$ cat config.mk
export PLATFORM = sky130hd
export DESIGN_NAME = fetch_queue
export DESIGN_NICKNAME = d
export VERILOG_FILES = /design/src/rtl/riscv_fetch_pkg.sv /design/src/rtl/fetch_queue_mem.sv /design/src/rtl/fetch_queue.sv
export SDC_FILE = /design/constraint.sdc
export NUM_CORES = 1
export LEC_CHECK = 0
export CAP_MARGIN = 40
export CELL_PAD_IN_SITES_DETAIL_PLACEMENT = 1
export CELL_PAD_IN_SITES_GLOBAL_PLACEMENT = 2
export CORE_MARGIN = 10
export CORE_UTILIZATION = 35
export CTS_BUF_LIST = sky130_fd_sc_hd__clkbuf_16
export DETAILED_ROUTE_END_ITERATION = 10
export GPL_TIMING_DRIVEN = 0
export PLACE_DENSITY = 0.69
export SETUP_SLACK_MARGIN = 0.05
export SYNTH_ARGS = -nofsm -noshare
export SYNTH_HDL_FRONTEND = slang
export SYNTH_SLANG_ARGS = --single-unit
$ cat constraint.sdc
create_clock -name clk -period 6.55 [get_ports clk]
set_input_delay 1.6375 -clock clk [delete_from_list [all_inputs] [get_ports clk]]
set_output_delay 1.6375 -clock clk [all_outputs]
set_load 0.01 [all_outputs]
$ cat src/rtl/riscv_fetch_pkg.sv
// Shared fetch-path types: the entry carried from fetch to decode.
package riscv_fetch_pkg;
  localparam int FQ_XLEN          = 32;
  localparam int FQ_DEPTH_DEFAULT = 4;

  typedef struct packed {
    logic [FQ_XLEN-1:0] pc;
    logic [FQ_XLEN-1:0] ins;
    logic               comp;
  } fetch_entry_t;
endpackage

$ cat src/rtl/fetch_queue_mem.sv
// Entry storage for fetch_queue: one synchronous write port, one asynchronous read port.
module fetch_queue_mem
  import riscv_fetch_pkg::*;
#(
  parameter int DEPTH = FQ_DEPTH_DEFAULT,
  parameter int AW    = $clog2(DEPTH)
) (
  input  logic         clk,
  input  logic         we,
  input  logic [AW-1:0] waddr,
  input  fetch_entry_t wdata,
  input  logic [AW-1:0] raddr,
  output fetch_entry_t rdata
);
  // Contents are deliberately not reset; occupancy gates visibility.
  fetch_entry_t mem [DEPTH];

  always_ff @(posedge clk) begin
    if (we) mem[waddr] <= wdata;
  end

  assign rdata = mem[raddr];
endmodule

$ cat src/rtl/fetch_queue.sv
// Fetch-to-decode decoupling FIFO with single-cycle flush on redirect.
module fetch_queue
  import riscv_fetch_pkg::*;
#(
  parameter int DEPTH = FQ_DEPTH_DEFAULT,
  parameter int XLEN  = FQ_XLEN
) (
  input  logic                     clk,
  input  logic                     Rst_n,
  input  logic                     flush,
  input  logic                     in_valid,
  output logic                     in_ready,
  input  logic [XLEN-1:0]          in_pc,
  input  logic [XLEN-1:0]          in_ins,
  input  logic                     in_comp,
  output logic                     out_valid,
  input  logic                     out_ready,
  output logic [XLEN-1:0]          out_pc,
  output logic [XLEN-1:0]          out_ins,
  output logic                     out_comp,
  output logic [$clog2(DEPTH):0]   count
);
  localparam int AW = $clog2(DEPTH);
  localparam int CW = AW + 1;

  logic [AW-1:0] wr_ptr, rd_ptr;
  logic          push, pop;
  fetch_entry_t  wdata, head;

  assign in_ready  = (count != CW'(DEPTH));
  assign out_valid = (count != '0);
  assign push      = in_valid & in_ready;
  assign pop       = out_valid & out_ready;

  assign wdata = '{pc: in_pc, ins: in_ins, comp: in_comp};

  // A flushed push may still write storage; the pointer reset makes it invisible.
  fetch_queue_mem #(.DEPTH(DEPTH), .AW(AW)) u_mem (
    .clk   (clk),
    .we    (push),
    .waddr (wr_ptr),
    .wdata (wdata),
    .raddr (rd_ptr),
    .rdata (head)
  );

  always_ff @(posedge clk or negedge Rst_n) begin
    if (!Rst_n) begin
      wr_ptr <= '0;
      rd_ptr <= '0;
      count  <= '0;
    end else if (flush) begin
      wr_ptr <= '0;
      rd_ptr <= '0;
      count  <= '0;
    end else begin
      if (push) wr_ptr <= wr_ptr + AW'(1);
      if (pop)  rd_ptr <= rd_ptr + AW'(1);
      case ({push, pop})
        2'b10:   count <= count + CW'(1);
        2'b01:   count <= count - CW'(1);
        default: count <= count;
      endcase
    end
  end

  // Empty queue presents a zero bubble that decode treats as a NOP.
  assign out_pc   = out_valid ? head.pc   : '0;
  assign out_ins  = out_valid ? head.ins  : '0;
  assign out_comp = out_valid ? head.comp : 1'b0;
endmodule

# Yosys cells after proc, flatten, opt, wreduce, memory -nomap -nowiden
# Memory sizes are Yosys's and may differ from the RTL's.
# Index checks and enable logic that the tools add are counted.
dict set report op_classes {
  add_sub_neg 4
  eq_ne 3
  n_mux 11
  bitwise_logic 2
  n_reduce_logical 4
}
# operator n
set op_table {}
lappend op_table {{two-way mux 32 bit} 2}
lappend op_table {{two-way mux 2 bit} 4}
lappend op_table {{case mux 3 bit (2 select lines)} 1}
lappend op_table {{nonzero test 3 bit} 2}
lappend op_table {{adder 2 x 1 -> 2 bit (second input constant)} 2}
lappend op_table {{nonzero test 2 bit} 2}
lappend op_table {{adder 3 x 1 -> 3 bit (second input constant)} 1}
lappend op_table {{two-way mux 1 bit} 3}
lappend op_table {{two-way mux 3 bit} 1}
lappend op_table {{inequality test 3 bit (second input constant)} 1}
lappend op_table {{subtractor 3 x 1 -> 3 bit (second input constant)} 1}
lappend op_table {{AND 1 bit} 2}
lappend op_table {{equality test 2 x 1 -> 1 bit (second input constant)} 1}
lappend op_table {{equality test 2 bit (second input constant)} 1}
dict set report totals {
  ff_bits 7
  mem_bits_rw 260
  inputBits 70
  wordCells 28
  memories 1
}
# name depth word_bits rd rd_clocked_by_memory_dff write_ports line_no
set memory_table {}
lappend memory_table {u_mem.mem 4 65 1 0 1 fetch_queue_mem.sv:16} ;# fetch_entry_t mem [DEPTH];

# Depth between registers and ports, before layout
dict set report depth {
  depth_word 5
  depth_mapped 9
}

# By module
# Synthesis repeated with hierarchy kept, for this count alone.
dict set report hier_totals {
  hier_cells 476
  hier_area_um2 10470.0
}
# module n_inst cells_each area_each_um2
set modules_own_cells {}
lappend modules_own_cells {fetch_queue_mem 1 343 9455.3}
lappend modules_own_cells {fetch_queue 1 133 1014.7}

# Worst setup path after synthesis
# No wires, ideal clock.
dict set report synth_path {
  path_type {input -> register}
  startpoint {input in_valid}
  endpoint {memory u_mem.mem[0][0] in the netlist's numbering, enable pin}
  setup_ns 0.430
  t_arrival_ns 3.762
  required_time_ns 6.120
  setup_slack_ns 2.358
  path_stages 3
  path_buffers 1
  path_cell_list {buf_2 a21boi_1 and2_1}
}
dict set report synth_via {
  elab_chain_cells 3
}
# item line_no
set synth_lines {}
lappend synth_lines {{from (decl)} fetch_queue.sv:11} ;# input logic in_valid,
lappend synth_lines {{AND 1 bit} fetch_queue.sv:32} ;# assign push = in_valid & in_ready;
lappend synth_lines {{two-way mux 1 bit} fetch_queue_mem.sv:19} ;# if (we) mem[waddr] <= wdata;
lappend synth_lines {{two-way mux 1 bit (implied by the code)} fetch_queue_mem.sv:19}
lappend synth_lines {{to (decl)} fetch_queue_mem.sv:16}
# No other way between the ends.

# Worst setup path in the final report
dict set report layout_path {
  startpoint {register count[0]}
  endpoint {output out_ins[13]}
}
dict set report layout_via {
  elab_chain_cells 2
}
# item line_no
set layout_lines {}
lappend layout_lines {{from (decl)} fetch_queue.sv:21} ;# output logic [$clog2(DEPTH):0] count
lappend layout_lines {{from (signal assigned)} fetch_queue.sv:60} ;# 2'b10: count <= count + CW'(1);
lappend layout_lines {{from (signal assigned)} fetch_queue.sv:61} ;# 2'b01: count <= count - CW'(1);
lappend layout_lines {{from (signal assigned)} fetch_queue.sv:62} ;# default: count <= count;
lappend layout_lines {{nonzero test 3 bit} fetch_queue.sv:31} ;# assign out_valid = (count != '0);
lappend layout_lines {{two-way mux 32 bit} fetch_queue.sv:69} ;# assign out_ins = out_valid ? head.ins : '0;
lappend layout_lines {{to (decl)} fetch_queue.sv:19} ;# output logic [XLEN-1:0] out_ins,
# No other way between the ends.

==> summary.md <==
| Metric | Value |
|---|---|
| List of most frequent post-synthesis cells | `sky130_fd_sc_hd__edfxtp_1, sky130_fd_sc_hd__and2_1, sky130_fd_sc_hd__mux4_2` |
| Number of input and output port buffers inserted | `139` |
| Combinational share of power | `0.189` |
| Flop2flop setup slack | `3.67 ns` |
| Area growth, synth to finish | `28.3%` |
| Htree depth | `1` |
| Clock-pin slew on the worst setup and hold paths | `0.06 ns` |
| Maximum number of pins on one net before global-route repair | `36` |
| Number of detailed-routing iterations run before antenna repair | `4` |
| Instance count after placement with tap cells included | `1,010` |
| Cell area after synthesis | `0.0104 sq mm` |
| Outcome | `complete, no violations` |
| Finished Core Util | `0.453` |
| Number of endpoints failing setup at the final stage | `0` |
| Hold worst-path end | `wr_ptr[1]$_DFFE_PN0P_` |
| Number of placed I/O pins | `140` |
| WP data arrival | `2.76 ns` |
| Y dimension of the die | `193 um` |
| Post-layout minimum cycle time | `4.39 ns` |
| Share of total power in sequential cells | `0.453` |
| Sequential-to-total area share from yosys stat | `0.766` |
| ANT cells | `0` |
| Root Driver | `sky130_fd_sc_hd__clkbuf_16` |
| Via count of the first global-routing pass | `5,819` |
| Post-synthesis cell type count | `33` |
| DR vias | `5,070` |
| Slew HR | `0.468` |
| TritonCTS clock tree | `yes` |
| Static leakage | `4.33 nW` |
| Mean instance size in the synthesized netlist | `21.8 sq um` |
| Crit. End Element | `primary output` |
| Startpoint of the tightest hold check path | `wr_ptr[1]$_DFFE_PN0P_` |
| Unrepaired setup endpoints after global routing | `no` |
| Kind of start point of the critical path | `register` |
| Portion of total power attributed to the clock network | `0.357` |
| Number of setup buffers added after CTS | `0` |
| Number of cells in the finished layout apart from fillers | `1,065` |
| DRC violations left | `0` |
| Wire length of the first global-routing pass | `35,400 um` |
| Ratio of routed vias to standard cells | `4.76` |
| Crit path required time | `4.91 ns` |
| Post-CTS Hold Fix Bufs | `0` |
| Number of DRC markers in iteration 0 | `238` |
| Core area | `0.0295 sq mm` |
| Power Density | `334 mW/mm^2` |
| Final weighted congestion in routability-driven placement | `0.804` |
| Final Max Tran Viols | `0` |
| Mean routed wirelength per cell | `22.1 um` |
| Cell depth of the worst flop-to-flop path | `9` |
| Highest achievable clock rate | `228 MHz` |
| Post-cts resize count | `0` |
| Setup skew after layout | `0.00679 ns` |
| Number of antenna-violating nets in the routed design | `0` |
| Post-synth net total | `552` |
| Max-capacitance violation count | `0` |
| Area share of the largest cell type after synthesis | `0.749` |
| Post-synthesis register bit count | `267` |
| Post-synth EDFFs | `260` |
| Most common flop cell mapped by yosys | `sky130_fd_sc_hd__edfxtp_1` |
| Peak fanout along the critical path | `10` |
| DIE AREA | `0.0371 sq mm` |
| Site Rows | `63` |
| Detailed-placement wirelength estimate | `14,800 um` |
| Clk sink count | `267` |
| Cell count after synthesis | `477` |
| Worst-skew pair later-pin latency | `0.54 ns` |
| Fraction of layout cells with a size suffix above 1 | `0.196` |
| Most frequently used cell type in the post-synthesis netlist | `sky130_fd_sc_hd__edfxtp_1` |
| Startpoint-to-endpoint class of the critical path | `register to primary output` |
| Transition at the pin with the smallest max-transition slack | `0.799 ns` |
| Switching power | `1.07 mW` |
| Reg-to-reg endpoint | `count[2]$_DFFE_PN0P_` |
| Final setup TNS | `0 ns` |
| Sw frac | `0.239` |
| CTS buffer count | `30` |
| Placement-stage worst setup slack | `2.26 ns` |
| Area of the multi-input gates | `0.00222 sq mm` |
| Final Routed Wirelength | `23,500 um` |
| Number of cells on the worst hold path | `2` |
| Post-route fraction of the period consumed by the critical path | `0.671` |
| Overall track demand over capacity in global routing | `0.126` |
| Final Hold Fails | `0` |
| Yosys warning total | `0` |
| Maximum clock insertion buffer count | `3` |
| Internal power | `3.40 mW` |
| NumNets Final | `727` |
| Total congestion overflow after global routing | `0` |
| Minimum setup slack in the final design | `2.16 ns` |
| Sequential cell area in the final layout | `0.00798 sq mm` |
| FILL cells | `2,788` |
| Share of async-settable or async-resettable flops after synthesis | `0.0262` |
| Die width | `193 um` |
| Synth area leader | `sky130_fd_sc_hd__edfxtp_1` |
| Hold Crit Class | `register to register` |
| Starting utilization of the core area | `0.353` |
| Antenna violations before repair | `0` |
| Worst r2r src | `count[0]$_DFFE_PN0P_` |
| Cell types occupying the most area after synthesis | `sky130_fd_sc_hd__edfxtp_1, sky130_fd_sc_hd__mux4_2, sky130_fd_sc_hd__and2_1, sky130_fd_sc_hd__dfrtp_1, sky130_fd_sc_hd__buf_12` |
| Worst-case vdd ir drop | `0.000273 V` |
[how the worst max path moves through the flow]
| stage | from | slack (ns) | to | cells after the start |
|---|---|---|---|---|
| floorplan | in_valid | 2.36 | u_mem.mem[0][0]$_DFFE_PP_ | 3 |
| global placement | in_valid | 0.28 | u_mem.mem[0][21]$_DFFE_PP_ | 4 |
| detailed placement | in_valid | 2.26 | u_mem.mem[2][20]$_DFFE_PP_ | 5 |
| CTS | count[0]$_DFFE_PN0P_ | 2.06 | out_ins[13] | 7 |
| global route | count[0]$_DFFE_PN0P_ | 1.91 | out_pc[5] | 6 |
| finish | count[0]$_DFFE_PN0P_ | 2.16 | out_ins[13] | 7 |
[state kept, by name (all words and copies together) (netlist names)]
signal,count
u_mem.mem,260
count,3
rd_ptr,2
wr_ptr,2
[logic make-up (layout without fill, tap and decap cells)]
kind of cell,after synthesis,after routing,synth area share
compound gates,11,11,0.00673
fa+ha+maj,5,5,0.00673
flops,267,267,0.766
mux,66,66,0.141
simple gates,93,93,0.0530
buf+inv,30,228,0.0216
xor+xnor,5,5,0.00420
[power by group through the flow]
stage	Clock, mW	Sequential [mW]	Combinational, mW
after global routing	1.72	2.03	0.924
after detailed placement	0	2.06	0.873
after CTS	1.65	2.03	0.879
after global placement	0	2.07	0.846
final	1.60	2.03	0.845
after floorplan	0	2.06	0.448
[through the flow]
step                hold slack (ns)  power, mW  cell area (sq um)
global route                  0.666       4.68              13400
global placement              0.554       2.91              12300
floorplan                     0.538       2.51              10400
CTS                           0.619       4.56              13400
finish                        0.619       4.47              13400
detailed placement            0.605       2.94              12400
[critical path, stage by stage (launching register included)]
cell                              delay (ns)
sky130_fd_sc_hd__dfrtp_1                0.43
sky130_fd_sc_hd__buf_4                  0.19
sky130_fd_sc_hd__or3_1                  0.34
sky130_fd_sc_hd__buf_2                  0.20
sky130_fd_sc_hd__buf_6                  0.16
sky130_fd_sc_hd__clkbuf_2               0.20
sky130_fd_sc_hd__and2_1                 0.19
sky130_fd_sc_hd__clkdlybuf4s50_1        0.49
[layout make-up]
type,instances,share of cell area
Clock inverter,25,0.0149
Buffer,27,0.0160
Sequential cell,267,0.597
Multi-Input combinational cell,180,0.166
Inverter,3,0.000842
Tap cell,390,0.0365
Timing Repair Buffer,143,0.112
Clock buffer,30,0.0562
[routing by layer]
layer	global-route usage	vias to the layer above	routed length [um]
li1	-	2278	-
met1	0.152	2636	9710
met2	0.220	119	11900
met3	0.0300	37	1350
met4	0.0337	0	517
met5	0	-	0
[layout by cell type, fill, tap and decap left out, types with 7 or more instances in the layout]
cell type,synthesis,layout
sky130_fd_sc_hd__and2_1,69,65
sky130_fd_sc_hd__buf_2,7,7
sky130_fd_sc_hd__clkbuf_1,8,8
sky130_fd_sc_hd__clkbuf_16,0,30
sky130_fd_sc_hd__clkdlybuf4s50_1,0,139
sky130_fd_sc_hd__clkinv_1,0,8
sky130_fd_sc_hd__dfrtp_1,7,7
sky130_fd_sc_hd__edfxtp_1,260,260
sky130_fd_sc_hd__inv_1,3,10
sky130_fd_sc_hd__mux4_2,65,65
sky130_fd_sc_hd__nor2_1,8,8
No activity file was read; power rests on OpenSTA's default activity.
